`config.mk`:
```
export PLATFORM = sky130hd
export DESIGN_NAME = mwb_dump_reader
export DESIGN_NICKNAME = d
export VERILOG_FILES = /design/src/rtl/mwb_dump_reader.sv
export SDC_FILE = /design/constraint.sdc
export NUM_CORES = 1
export LEC_CHECK = 0
export ABC_AREA = 1
export CORE_MARGIN = 2
export CORE_UTILIZATION = 50
export CTS_CLUSTER_SIZE = 14
export DETAILED_ROUTE_END_ITERATION = 16
export DONT_BUFFER_PORTS = 1
export PLACE_DENSITY = 0.62
export SLEW_MARGIN = 0
export SYNTH_ARGS = -nofsm -noshare
export SYNTH_HDL_FRONTEND = slang
export SYNTH_SLANG_ARGS = --single-unit
```
`constraint.sdc`:
```
create_clock -name i_clk -period 4.9 [get_ports i_clk]
set_clock_uncertainty 0.2 [all_clocks]
set_input_delay 0.98 -clock i_clk [delete_from_list [all_inputs] [get_ports i_clk]]
set_output_delay 0.98 -clock i_clk [all_outputs]
set_load 0.05 [all_outputs]
```
`src/rtl/mwb_dump_reader.sv`:
```
// MEM/WB latch dump reader: snapshots the frozen pipeline latch and streams it
// as a 16-byte checksummed frame over a valid/ready byte interface.
module mwb_dump_reader #(
   parameter int          NB_REG  = 32,
   parameter int          NB_ADDR = 5,
   parameter int          NB_CTRL = 4,
   parameter logic [7:0]  HEADER  = 8'hA5
) (
   input  logic               i_clk,
   input  logic               i_reset_n,
   input  logic               i_dunit_clk_en,
   input  logic               i_dump_start,
   input  logic [NB_REG-1:0]  i_pc_eight,
   input  logic [NB_REG-1:0]  i_read_data,
   input  logic [NB_REG-1:0]  i_alu_res,
   input  logic [NB_ADDR-1:0] i_data_addr,
   input  logic [NB_CTRL-1:0] i_control,
   output logic [7:0]         o_tx_data,
   output logic               o_tx_valid,
   input  logic               i_tx_ready,
   output logic               o_busy,
   output logic               o_done,
   output logic               o_start_rej
);

   typedef enum logic [1:0] {
      ST_IDLE = 2'd0,
      ST_SEND = 2'd1,
      ST_DONE = 2'd2
   } state_t;

   state_t            state_r;
   logic [3:0]        idx_r;
   logic [31:0]       pc_r;
   logic [31:0]       rd_r;
   logic [31:0]       alu_r;
   logic [7:0]        addr_r;
   logic [7:0]        ctrl_r;
   logic [7:0]        csum_r;
   logic [3:0]        next_idx_s;
   logic [7:0]        next_byte_s;

   function automatic logic [7:0] word_byte(input logic [31:0] w, input logic [1:0] sel);
      logic [7:0] b;
      case (sel)
         2'd0:    b = w[31:24];
         2'd1:    b = w[23:16];
         2'd2:    b = w[15:8];
         2'd3:    b = w[7:0];
         default: b = 8'h00;
      endcase
      return b;
   endfunction

   function automatic logic [7:0] fold_word(input logic [31:0] w);
      return w[31:24] ^ w[23:16] ^ w[15:8] ^ w[7:0];
   endfunction

   assign next_idx_s = idx_r + 4'd1;

   // Byte that follows the one currently presented, taken from the snapshot only.
   always_comb begin
      next_byte_s = 8'h00;
      case (next_idx_s)
         4'd0:                      next_byte_s = HEADER;
         4'd1, 4'd2, 4'd3, 4'd4:    next_byte_s = word_byte(pc_r,  2'(next_idx_s - 4'd1));
         4'd5, 4'd6, 4'd7, 4'd8:    next_byte_s = word_byte(rd_r,  2'(next_idx_s - 4'd5));
         4'd9, 4'd10, 4'd11, 4'd12: next_byte_s = word_byte(alu_r, 2'(next_idx_s - 4'd9));
         4'd13:                     next_byte_s = addr_r;
         4'd14:                     next_byte_s = ctrl_r;
         4'd15:                     next_byte_s = csum_r;
         default:                   next_byte_s = 8'h00;
      endcase
   end

   // Frame sequencer with snapshot capture and registered handshake outputs.
   always_ff @(posedge i_clk or negedge i_reset_n) begin
      if (!i_reset_n) begin
         state_r     <= ST_IDLE;
         idx_r       <= 4'd0;
         pc_r        <= 32'h0000_0000;
         rd_r        <= 32'h0000_0000;
         alu_r       <= 32'h0000_0000;
         addr_r      <= 8'h00;
         ctrl_r      <= 8'h00;
         csum_r      <= 8'h00;
         o_tx_data   <= 8'h00;
         o_tx_valid  <= 1'b0;
         o_busy      <= 1'b0;
         o_done      <= 1'b0;
         o_start_rej <= 1'b0;
      end else begin
         o_done      <= 1'b0;
         o_start_rej <= 1'b0;
         case (state_r)
            ST_IDLE: begin
               if (i_dump_start && !i_dunit_clk_en) begin
                  pc_r       <= i_pc_eight;
                  rd_r       <= i_read_data;
                  alu_r      <= i_alu_res;
                  addr_r     <= 8'(i_data_addr);
                  ctrl_r     <= 8'(i_control);
                  // Checksum of the captured values equals the snapshot checksum.
                  csum_r     <= HEADER ^ fold_word(i_pc_eight) ^ fold_word(i_read_data)
                                ^ fold_word(i_alu_res) ^ 8'(i_data_addr) ^ 8'(i_control);
                  idx_r      <= 4'd0;
                  o_tx_data  <= HEADER;
                  o_tx_valid <= 1'b1;
                  o_busy     <= 1'b1;
                  state_r    <= ST_SEND;
               end else if (i_dump_start) begin
                  o_start_rej <= 1'b1;
               end else begin
                  o_tx_valid <= 1'b0;
               end
            end
            ST_SEND: begin
               if (o_tx_valid && i_tx_ready) begin
                  if (idx_r == 4'd15) begin
                     o_tx_valid <= 1'b0;
                     o_tx_data  <= 8'h00;
                     o_done     <= 1'b1;
                     state_r    <= ST_DONE;
                  end else begin
                     idx_r     <= next_idx_s;
                     o_tx_data <= next_byte_s;
                  end
               end else begin
                  o_tx_valid <= 1'b1;
               end
            end
            ST_DONE: begin
               idx_r   <= 4'd0;
               o_busy  <= 1'b0;
               state_r <= ST_IDLE;
            end
            default: begin
               idx_r      <= 4'd0;
               o_tx_valid <= 1'b0;
               o_busy     <= 1'b0;
               state_r    <= ST_IDLE;
            end
         endcase
      end
   end

endmodule
```
==> impl_metrics.yaml <==
run_status:
  status: "complete, no violations"
placed_design:
  dpl_cell_area_um2: 7810
  gp_congestion: 0.8767
  io_buffers: 0
  pre_cts_slack_ns: 1.866
  hpwl_um: 14200
critical_path:
  crit_required_ns: 5.05
  crit_chain: "inv_1 > ha_1 > buf_4 > nor2_1 > nand2_1 > nand2_1 > nand2_1 > nand3_1 > nand2_1 > inv_1 > a21oi_1"
  start_kind: "flop"
  crit_top_cell: "nand2_1"
  cpPeakStageDelay_ns: 0.74
  worst-path-stages: 11
  crit_family: "adder cells"
  crit_type: "flop to flop"
  worst_setup_path_end_kind: "flop"
  arrival_ns: 3.09
  cp_slowest_cell: "ha_1"
  crit_buf_inv: 3
  cp_max_fo: 16
  rr_worst_depth: 11
finish:
  synthToLayoutAreaGrowth_pct: 9.888
  diodes: 0
  fillers: 1509
  drive_gt1_share_pct: 4.964
  regArea_um2: 3278
  design_area_um2: 8468
  fin_nets: 1212
  multi_input_area_um2: 4029
logic_synthesis:
  ys_types: 24
  yosys.cell_count.top_type: "nand2_1"
  yosys-top-cells-count: "614 x nand2_1, 131 x dfrtp_1, 69 x nand3_1"
  avgSynthCellArea_um2: 6.955
  syn_inst: 1108
  netlist_area_um2: 7706
  yosys_warnings: 0
  synth-seq-cells: 131
  synth_edf_count: 0
  async_flop_share_pct: 100.0
  synth_area_leaders: "dfrtp_1 43%, nand2_1 30%, xnor2_1 5.2%, nand3_1 4.5%, xor2_1 3.8%"
  synth_seq_area_share_pct: 42.54
  synth_top_area_share_pct: 42.54
  synth_top_cell_by_area: "dfrtp_1"
  syn_nets: 1225
  ys.flop_type: "dfrtp_1"
timing:
  layout_setup_ws_ns: 1.955
  whs_ns: 0.05005
  fmax_mhz: 339.6
  rsz0062_at_grt: "false"
  finalMaxSlewViolations: 0
  fin_crit_sh_pct: 60.10
  finalCriticalPeriod_ns: 2.945
  setup_tns_ns: 0
  setup_viol: 0
  worstMarginPinSlew_ns: 1.085
  relSlewSlack_pct: 27.68
  hold_viol: 0
clocking:
  cts_sinks: 131
  hold_buffers: 0
  clock-root-buffer: "clkbuf_16"
  cts_tree: "built"
  clk_latency_ns: 0.43
  clkTransAtPathRegs_ns: 0.06
  cts_resized: 0
  cts_setup_buffers: 0
  clockBufferDepth: 2
  numCtsBuffers: 17
  htree_levels: 4
pwr:
  ir_worst_vdd_mv: 0.2839
  power.total_mw: 4.924
  power_density_nw_per_um2: 581.5
  leakage_nw: 4.668
floorplan:
  core_area_um2: 15150
  num_rows: 45
  fp.dieH_um: 128.1
  fp.dieW_um: 128.1
  ios: 122
  initial_utilization_pct: 50.88
  design.die.area_um2: 16420
job:
  maxCapViolCount: 0
grt:
  antenna_found_initial: 0
  grt_pass1_vias: 6407
  track_usage_pct: 26.44
  grt_max_degree: 132
  grt_first_pass_wirelength_um: 32800
  overflow: 0
route:
  ant_nets: 0
  first_iter_violations: 496
  route.detailed.drc: 0
  vias_per_cell: 5.113
  drt-total-wl_um: 20530
  post_drt_wl_per_cell_um: 15.84
  first_pass_iters: 5
  vias: 6627
min_path:
  hold_path.class: "input port to asynchronous set/reset pin"
==> power by group <==
group / leakage, nW / switching, mW / total, mW / internal [mW]
clock: 0.317 / 0.492 / 1.42 / 0.931
sequential: 1.71 / 0.378 / 1.90 / 1.52
combinational: 2.64 / 1.08 / 1.60 / 0.527
==> layer usage <==
layer | GRT usage, % | share of wire (%) | up-vias
li1 | - | - | 3390
met1 | 34.38 | 43 | 3013
met2 | 43.44 | 48 | 191
met3 | 6.761 | 7.0 | 33
met4 | 8.468 | 2.0 | 0
met5 | 0 | 0 | -
==> path summary, 6_finish.rpt <==
path,startpoint,to,slack [ns]
worst min-delay path,i_reset_n,rd_r[30],0.05
worst max register to register,idx_r[1],o_tx_data[5],1.96
worst max-delay path,idx_r[1],o_tx_data[5],1.96
worst min register to register,alu_r[30],alu_r[30],0.27
max in group asynchronous,i_reset_n,pc_r[18],4.19
min in group i_clk,alu_r[30],alu_r[30],0.27
==> metrics by stage <==
step                utilization [%]  std cells
floorplan                         -       1108
global placement              51.57       1264
detailed placement            51.57       1264
CTS                           55.91       1296
global route                  55.91       1296
finish                        55.91       1296
==> state kept, by name, summed over array words and instances, names as in the netlist, 2 cells and up <==
signal	flops
rd_r	32
alu_r	32
idx_r	4
ctrl_r	4
pc_r	32
csum_r	8
state_r	2
addr_r	5
o_tx_data	8
==> worst reg2reg max path: stages, from the launching register on <==
cell and delay (ns):
dfrtp_1 0.46, inv_1 0.15, ha_1 0.74, buf_4 0.38, nor2_1 0.07, nand2_1 0.12
nand2_1 0.07, nand2_1 0.25, nand3_1 0.11, nand2_1 0.12, inv_1 0.06, a21oi_1 0.14
==> cell usage in the layout, fill, tap and decap left out <==
master | Yosys | layout
nand2_4 | 1 | 1
nand3b_1 | 3 | 3
inv_2 | 3 | 2
dfrtp_1 | 131 | 131
or2_2 | 6 | 6
xnor2_1 | 46 | 46
clkbuf_8 | 0 | 2
o21ai_0 | 24 | 24
o22ai_1 | 3 | 3
a211oi_1 | 1 | 1
nor2_4 | 3 | 3
clkbuf_1 | 15 | 1
a21oi_1 | 18 | 18
clkinv_2 | 0 | 3
inv_1 | 56 | 56
bufinv_16 | 0 | 5
nor2_1 | 32 | 32
xor2_1 | 33 | 33
nor3_4 | 0 | 1
ha_1 | 7 | 7
clkinv_4 | 0 | 1
clkinvlp_4 | 0 | 2
nand3_1 | 69 | 69
o21ai_1 | 1 | 1
inv_6 | 0 | 2
nand2_2 | 3 | 3
nor3_2 | 2 | 1
clkbuf_16 | 0 | 17
buf_4 | 0 | 6
nand4_1 | 14 | 14
nand2_1 | 614 | 614
==> cells by family (layout without fill, tap and decap cells) <==
kind of cell | count (synthesis) | after routing | share of synthesized area, %
compound gates | 47 | 47 | 3.134
simple gates | 747 | 747 | 38.95
fa+ha+maj | 7 | 7 | 1.136
xor+xnor | 79 | 79 | 8.979
flops | 131 | 131 | 42.54
buf+inv | 97 | 97 | 5.260
==> cell type report <==
type / instances / share of cell area, %
multi-input combinational: 880 / 47.58
sequential: 131 / 38.71
tap: 188 / 2.778
clock inverter: 12 / 2.379
inverter: 59 / 2.630
timing repair buffer: 6 / 0.5319
clock buffer: 20 / 5.393
Power figures use the tool's default switching activity.
